### src/rtl/tff_seq_ctrl_pkg.sv
// Shared encodings for the T flip-flop bank sequencer.
// Imported by the controller and the testbench.
package tff_seq_pkg;
  typedef enum logic [1:0] {
    ST_IDLE = 2'd0,
    ST_RUN  = 2'd1,
    ST_DONE = 2'd2
  } state_e;

  localparam logic DIR_UP = 1'b0;
  localparam logic DIR_DN = 1'b1;
endpackage

### src/rtl/tff_seq_ctrl_if.sv
// Command/status bundle between a command source and the sequencer.
interface tff_seq_ctrl_if #(parameter int WIDTH = 4);
  logic             start;
  logic             dir;
  logic [WIDTH-1:0] limit;
  logic             pause;
  logic [WIDTH-1:0] t_en;
  logic [WIDTH-1:0] count;
  logic             busy;
  logic             done;

  modport master (output start, dir, limit, pause, input t_en, count, busy, done);
  modport slave  (input start, dir, limit, pause, output t_en, count, busy, done);
endinterface

### src/rtl/tff_seq_ctrl_cell.sv
// One T flip-flop cell with synchronous load; priority is rst, ld, t.
module tff_cell (
  input  logic clk,
  input  logic rst,
  input  logic ld,
  input  logic d,
  input  logic t,
  output logic q,
  output logic qb
);
  logic q_q, qb_q;

  always_ff @(posedge clk) begin
    if (!rst) begin
      q_q  <= 1'b0;
      qb_q <= 1'b1;
    end else if (ld) begin
      q_q  <= d;
      qb_q <= ~d;
    end else if (t) begin
      q_q  <= ~q_q;
      qb_q <= ~qb_q;
    end
  end

  assign q  = q_q;
  assign qb = qb_q;
endmodule

### src/rtl/tff_seq_ctrl.sv
// Sequencer: latches a run command, loads the T-cell bank and emits
// per-bit toggle enables until the end value is reached, then pulses done.
module tff_seq_ctrl
  import tff_seq_pkg::*;
#(
  parameter int WIDTH = 4
) (
  input  logic           clk,
  input  logic           rst,
  tff_seq_ctrl_if.slave  bus
);
  state_e           state_q, state_d;
  logic             dir_q, dir_d;
  logic [WIDTH-1:0] lim_q, lim_d;
  logic [WIDTH-1:0] cnt, cnt_b;
  logic [WIDTH-1:0] step, t_en, ld_val;
  logic             ld, at_end;

  tff_cell u_cell [WIDTH-1:0] (
    .clk (clk),
    .rst (rst),
    .ld  (ld),
    .d   (ld_val),
    .t   (t_en),
    .q   (cnt),
    .qb  (cnt_b)
  );

  // Carry/borrow chain: bit i toggles when all lower bits are 1 (up) or 0 (down).
  always_comb begin
    logic up_c, dn_c;
    step = '0;
    up_c = 1'b1;
    dn_c = 1'b1;
    for (int i = 0; i < WIDTH; i++) begin
      step[i] = (dir_q == DIR_DN) ? dn_c : up_c;
      up_c    = up_c & cnt[i];
      dn_c    = dn_c & cnt_b[i];
    end
  end

  // Terminal check comes before stepping, so the bank can never wrap.
  assign at_end = (dir_q == DIR_UP) ? (cnt == lim_q) : (cnt == '0);

  always_comb begin
    state_d = state_q;
    dir_d   = dir_q;
    lim_d   = lim_q;
    ld      = 1'b0;
    ld_val  = '0;
    t_en    = '0;
    case (state_q)
      ST_IDLE, ST_DONE: begin
        state_d = ST_IDLE;
        if (bus.start) begin
          dir_d   = bus.dir;
          lim_d   = bus.limit;
          ld      = 1'b1;
          ld_val  = (bus.dir == DIR_DN) ? bus.limit : '0;
          state_d = ST_RUN;
        end
      end
      ST_RUN: begin
        if (at_end)          state_d = ST_DONE;
        else if (!bus.pause) t_en    = step;
      end
      default: state_d = ST_IDLE;
    endcase
  end

  always_ff @(posedge clk) begin
    if (!rst) begin
      state_q <= ST_IDLE;
      dir_q   <= DIR_UP;
      lim_q   <= '0;
    end else begin
      state_q <= state_d;
      dir_q   <= dir_d;
      lim_q   <= lim_d;
    end
  end

  assign bus.t_en  = t_en;
  assign bus.count = cnt;
  assign bus.busy  = (state_q == ST_RUN);
  assign bus.done  = (state_q == ST_DONE);
endmodule

### src/flat_wrapper.sv
// flat-port wrapper written by rule: the top's interface ports become plain ports
module tff_seq_ctrl_flat import tff_seq_pkg::*;
#(
  parameter int WIDTH = 4
)
  (clk, rst, bus_start, bus_dir, bus_limit, bus_pause, bus_t_en, bus_count, bus_busy, bus_done);
  tff_seq_ctrl_if #(.WIDTH(WIDTH)) bus_i ();
  input  logic clk;
  input  logic rst;
  input wire logic [$bits(bus_i.start)-1:0] bus_start;
  input wire logic [$bits(bus_i.dir)-1:0] bus_dir;
  input wire logic [$bits(bus_i.limit)-1:0] bus_limit;
  input wire logic [$bits(bus_i.pause)-1:0] bus_pause;
  output wire logic [$bits(bus_i.t_en)-1:0] bus_t_en;
  output wire logic [$bits(bus_i.count)-1:0] bus_count;
  output wire logic [$bits(bus_i.busy)-1:0] bus_busy;
  output wire logic [$bits(bus_i.done)-1:0] bus_done;
  assign bus_i.start = bus_start;
  assign bus_i.dir = bus_dir;
  assign bus_i.limit = bus_limit;
  assign bus_i.pause = bus_pause;
  assign bus_t_en = bus_i.t_en;
  assign bus_count = bus_i.count;
  assign bus_busy = bus_i.busy;
  assign bus_done = bus_i.done;
  tff_seq_ctrl #(.WIDTH(WIDTH)) u_core (.clk(clk), .rst(rst), .bus(bus_i));
endmodule
### config.mk
export PLATFORM = sky130hd
export DESIGN_NAME = tff_seq_ctrl_flat
export DESIGN_NICKNAME = d
export VERILOG_FILES = /design/src/rtl/tff_seq_ctrl_pkg.sv /design/src/rtl/tff_seq_ctrl_if.sv /design/src/rtl/tff_seq_ctrl_cell.sv /design/src/rtl/tff_seq_ctrl.sv /design/src/flat_wrapper.sv
export SDC_FILE = /design/constraint.sdc
export NUM_CORES = 1
export LEC_CHECK = 0
export CAP_MARGIN = 20
export CELL_PAD_IN_SITES_DETAIL_PLACEMENT = 1
export CELL_PAD_IN_SITES_GLOBAL_PLACEMENT = 2
export CORE_MARGIN = 2
export CORE_UTILIZATION = 29
export CTS_CLUSTER_SIZE = 25
export DETAILED_ROUTE_END_ITERATION = 6
export GPL_TIMING_DRIVEN = 0
export PLACE_DENSITY_LB_ADDON = 0.15
export SYNTH_ARGS = -nofsm -noshare
export SYNTH_HDL_FRONTEND = slang
export SYNTH_HIERARCHICAL = 1
export SYNTH_SLANG_ARGS = --single-unit
### constraint.sdc
create_clock -name clk -period 2.2 [get_ports clk]
set_clock_uncertainty 0.2 [all_clocks]
set_input_delay 0.33 -clock clk [delete_from_list [all_inputs] [get_ports clk]]
set_output_delay 0.33 -clock clk [all_outputs]
set_load 0.02 [all_outputs]
==> load_flow_metrics.sql, run 1 <==
INSERT INTO impl_metrics (metric_group, metric, value, unit) VALUES
('die', 'fp.dieArea', '3060', 'µm²'),
('sta', 'final_period_minus_worst_setup_slack', '2.14', 'ns'),
('grt', 'globalRouteTotalUtil', '14.0', '%'),
('power_and_ir_drop', 'ir_worst_vdd', '372', 'µV'),
('clock_tree', 'tritoncts.num_buffers', '3', ''),
('grt', 'grt_overflow', '0', ''),
('die', 'fp.dieH', '55.3', 'µm'),
('sta', 'final-setup-viol-count', '0', ''),
('cells_and_area', 'num_antenna_cells', '0', ''),
('worst_setup_path', 'timing.critical_path.max_delay_family', 'simple AND/OR/NAND/NOR gates', ''),
('sta', 'worst_slew_margin_rel', '62.5', '%'),
('routing', 'drtPass1Iterations', '4', ''),
('routing', 'detailroute.via_count', '695', ''),
('outcome', 'run_status', 'finished, final reports clean', ''),
('routing', 'wl', '2050', 'µm'),
('hold_path', 'timing.hold.worst.class', 'flop to flop', ''),
('grt', 'grt_pass1_vias', '655', ''),
('worst_setup_path', 'worstPathArrival', '1.61', 'ns'),
('worst_setup_path', 'cp_slowest_cell', 'dfxtp_1', ''),
('sta', 'totalNegativeSetupSlack', '0', 'ns'),
('clock_tree', 'clock_tree.buffer_depth', '2', ''),
('worst_setup_path', 'required', '1.67', 'ns'),
('worst_setup_path', 'critPathMaxFanout', '4', ''),
('die', 'boundary_pins', '19', ''),
('cells_and_area', 'utilization', '46.6', '%'),
('placement', 'place.detailed.hpwl', '1350', 'µm'),
('grt', 'grt_first_pass_wirelength', '3270', 'µm'),
('worst_setup_path', 'endpoint_kind', 'primary output', ''),
('sta', 'rsz0062_at_grt', 'true', ''),
('sta', 'max_clock_freq', '467', 'MHz'),
('clock_tree', 'tritoncts_clock_tree', 'built', ''),
('placement', 'io_buffers', '18', ''),
('placement', 'final_estimated_routing_congestion_in_global_placement', '0.707', ''),
('routing', 'routed_via_density', '4.96', ''),
('cells_and_area', 'area_delta_synth_final', '51.1', '%'),
('routing', 'number_of_design_rule_violations_left_after_detail_routing', '0', ''),
('clock_tree', 'postCtsHoldBufs', '0', ''),
('worst_setup_path', 'crit_path_largest_cell_delay', '0.32', 'ns'),
('yosys', 'synth_fp_nets', '91', ''),
('flow_run', 'cap_violations', '0', ''),
('worst_setup_path', 'worstSetupPathType', 'flop to primary output', ''),
('power_and_ir_drop', 'p_per_cell_area', '607', 'nW/µm²'),
('die', 'start_util', '30.9', '%'),
('cells_and_area', 'final_layout_size_suffix_gt1_share', '31.8', '%'),
('power_and_ir_drop', 'finalPower', '0.000701', 'W'),
('worst_setup_path', 'number_of_buffers_and_inverters_on_the_critical_path', '2', ''),
('yosys', 'post_synth_inst_count', '82', ''),
('worst_setup_path', 'startpoint_type', 'flop', ''),
('grt', 'grt_max_degree', '24', ''),
('die', 'rows', '18', ''),
('sta', 'drv_slew', '0', ''),
('power_and_ir_drop', 'leakagePower', '0.526', 'nW'),
('sta', 'max_slew.worst_pin.slew', '0.561', 'ns'),
('clock_tree', 'clk-insertion-delay-late', '0.29', 'ns'),
('clock_tree', 'ctsHtreeMaxLevel', '1', ''),
('clock_tree', 'cts_sinks', '14', ''),
('sta', 'min_period_over_period', '97.4', '%'),
('yosys', 'synth.cell_area', '764', 'µm²'),
('grt', 'antenna_violations_before_repair', '0', ''),
('worst_setup_path', 'cp_common_cell', 'buf_6', ''),
('die', 'die_width', '55.3', 'µm'),
('clock_tree', 'clk_pin_slew_worst_paths', '0.09', 'ns'),
('yosys', 'postSynthAreaPerCell', '9.32', 'µm²'),
('sta', 'finalHoldViolCount', '0', ''),
('clock_tree', 'clock-root-buffer', 'clkbuf_4', ''),
('routing', 'postRouteAntennaNets', '0', ''),
('routing', 'wl_per_cell', '14.7', 'µm'),
('yosys', 'ys_warns', '6', ''),
('routing', 'drt_first_iter_violations', '11', ''),
('cells_and_area', 'final_net_count', '120', ''),
('die', 'core_area', '2480', 'µm²'),
('worst_setup_path', 'cp_cell_sequence', 'and2b_2, a21boi_4, o31ai_4, buf_6, nor3_4, buf_6', '');
==> layer usage <==
metal  wire length (µm)  part of all wire [%]  up-vias  track usage (%)
met5                  0                     0        -                0
met4                 27                   1.3        0             5.23
met3                 94                   4.6        5             5.62
met2                979                    48       15             22.1
met1                951                    46      328             17.0
li1                   -                     -      347                -
==> sequential cells by signal (all words and copies together), names as in the netlist <==
signal and flops:
u_core/lim_q 4, u_core/u_cell/q 4, u_core/u_cell/qb 3, u_core/state_q 2, u_core/dir_q 1
==> final timing paths <==
| kind | startpoint | to | slack, ns | cells after the start |
|---|---|---|---|---|
| setup reg to reg | u_core/u_cell[1]/q$_SDFFE_PN0P_ | u_core/u_cell[2]/q$_SDFFE_PN0P_ | 0.24 | 8 |
| hold / removal | u_core/lim_q[0]$_SDFFE_PN0P_ | u_core/lim_q[0]$_SDFFE_PN0P_ | 0.28 | 2 |
| setup / recovery | u_core/state_q[1]$_SDFFE_PN0P_ | bus_t_en[1] | 0.06 | 6 |
| hold reg to reg | u_core/lim_q[0]$_SDFFE_PN0P_ | u_core/lim_q[0]$_SDFFE_PN0P_ | 0.28 | 2 |
==> final cells by class <==
cell class              count  area, µm²
plain buffers               1       20.0
flip-flops and latches     14        297
repair buffers             24        221
inverters                   4       15.0
well taps                  30       37.5
clock buffers               4       36.3
multi-input cells          63        528
fillers                   291       1320
==> cells in the final DEF, fill, tap and decap left out, drive strengths merged <==
| cell type | n |
|---|---|
| clkdlybuf4s50 | 14 |
| dfxtp | 14 |
| nand2 | 11 |
| buf | 11 |
| and3 | 8 |
| a21boi | 7 |
| xnor2 | 6 |
| nand2b | 5 |
| xor2 | 5 |
| a31oi | 4 |
| o211a | 4 |
| clkbuf | 4 |
| inv | 4 |
| nor3 | 3 |
| nor2 | 2 |
| and2b | 1 |
| nor2b | 1 |
| nand3 | 1 |
| nor4 | 1 |
| o31ai | 1 |
| mux2i | 1 |
| nor3b | 1 |
| a41oi | 1 |
==> through the flow <==
stage	hold slack (ns)	std cells	worst slack (ns)	instance area, µm²
after detailed placement	0.264	130	-0.281	992
after CTS	0.281	138	-0.0159	1120
after global routing	0.295	140	-0.0242	1150
final	0.276	140	0.0583	1150
after floorplan	0.236	82	0.000292	774
after global placement	0.255	130	-0.261	992
==> report_power, final <==
part	switching [W]	leakage [nW]	internal (W)	total [W]
Combinational	0.0000999	0.387	0.000107	0.000207
Clock	0.0000920	0.0210	0.000101	0.000193
Sequential	0.0000273	0.118	0.000274	0.000301
==> repair_timing <==
item                       CTS  global route
pin swaps                    5             4
buffers inserted             4             2
resized for setup           37             5
setup endpoints to repair    4             4
==> worst reg2reg max path: cells and delay by family, from the launching register on <==
| family | cells | cell delay (ns) |
|---|---|---|
| AO/OA/AOI/OAI | 2 | 0.50 |
| XOR/XNOR | 2 | 0.28 |
| buffers and inverters | 2 | 0.33 |
| flip-flops | 1 | 0.43 |
| AND/OR/NAND/NOR | 2 | 0.14 |
(Power assumes the default switching activity.)
==> run 2: changes to the inputs <==
CAP_MARGIN = default   (was 20)
==> results of run 2 <==
Final layout, timing and power as in run 1 (identical DEF).
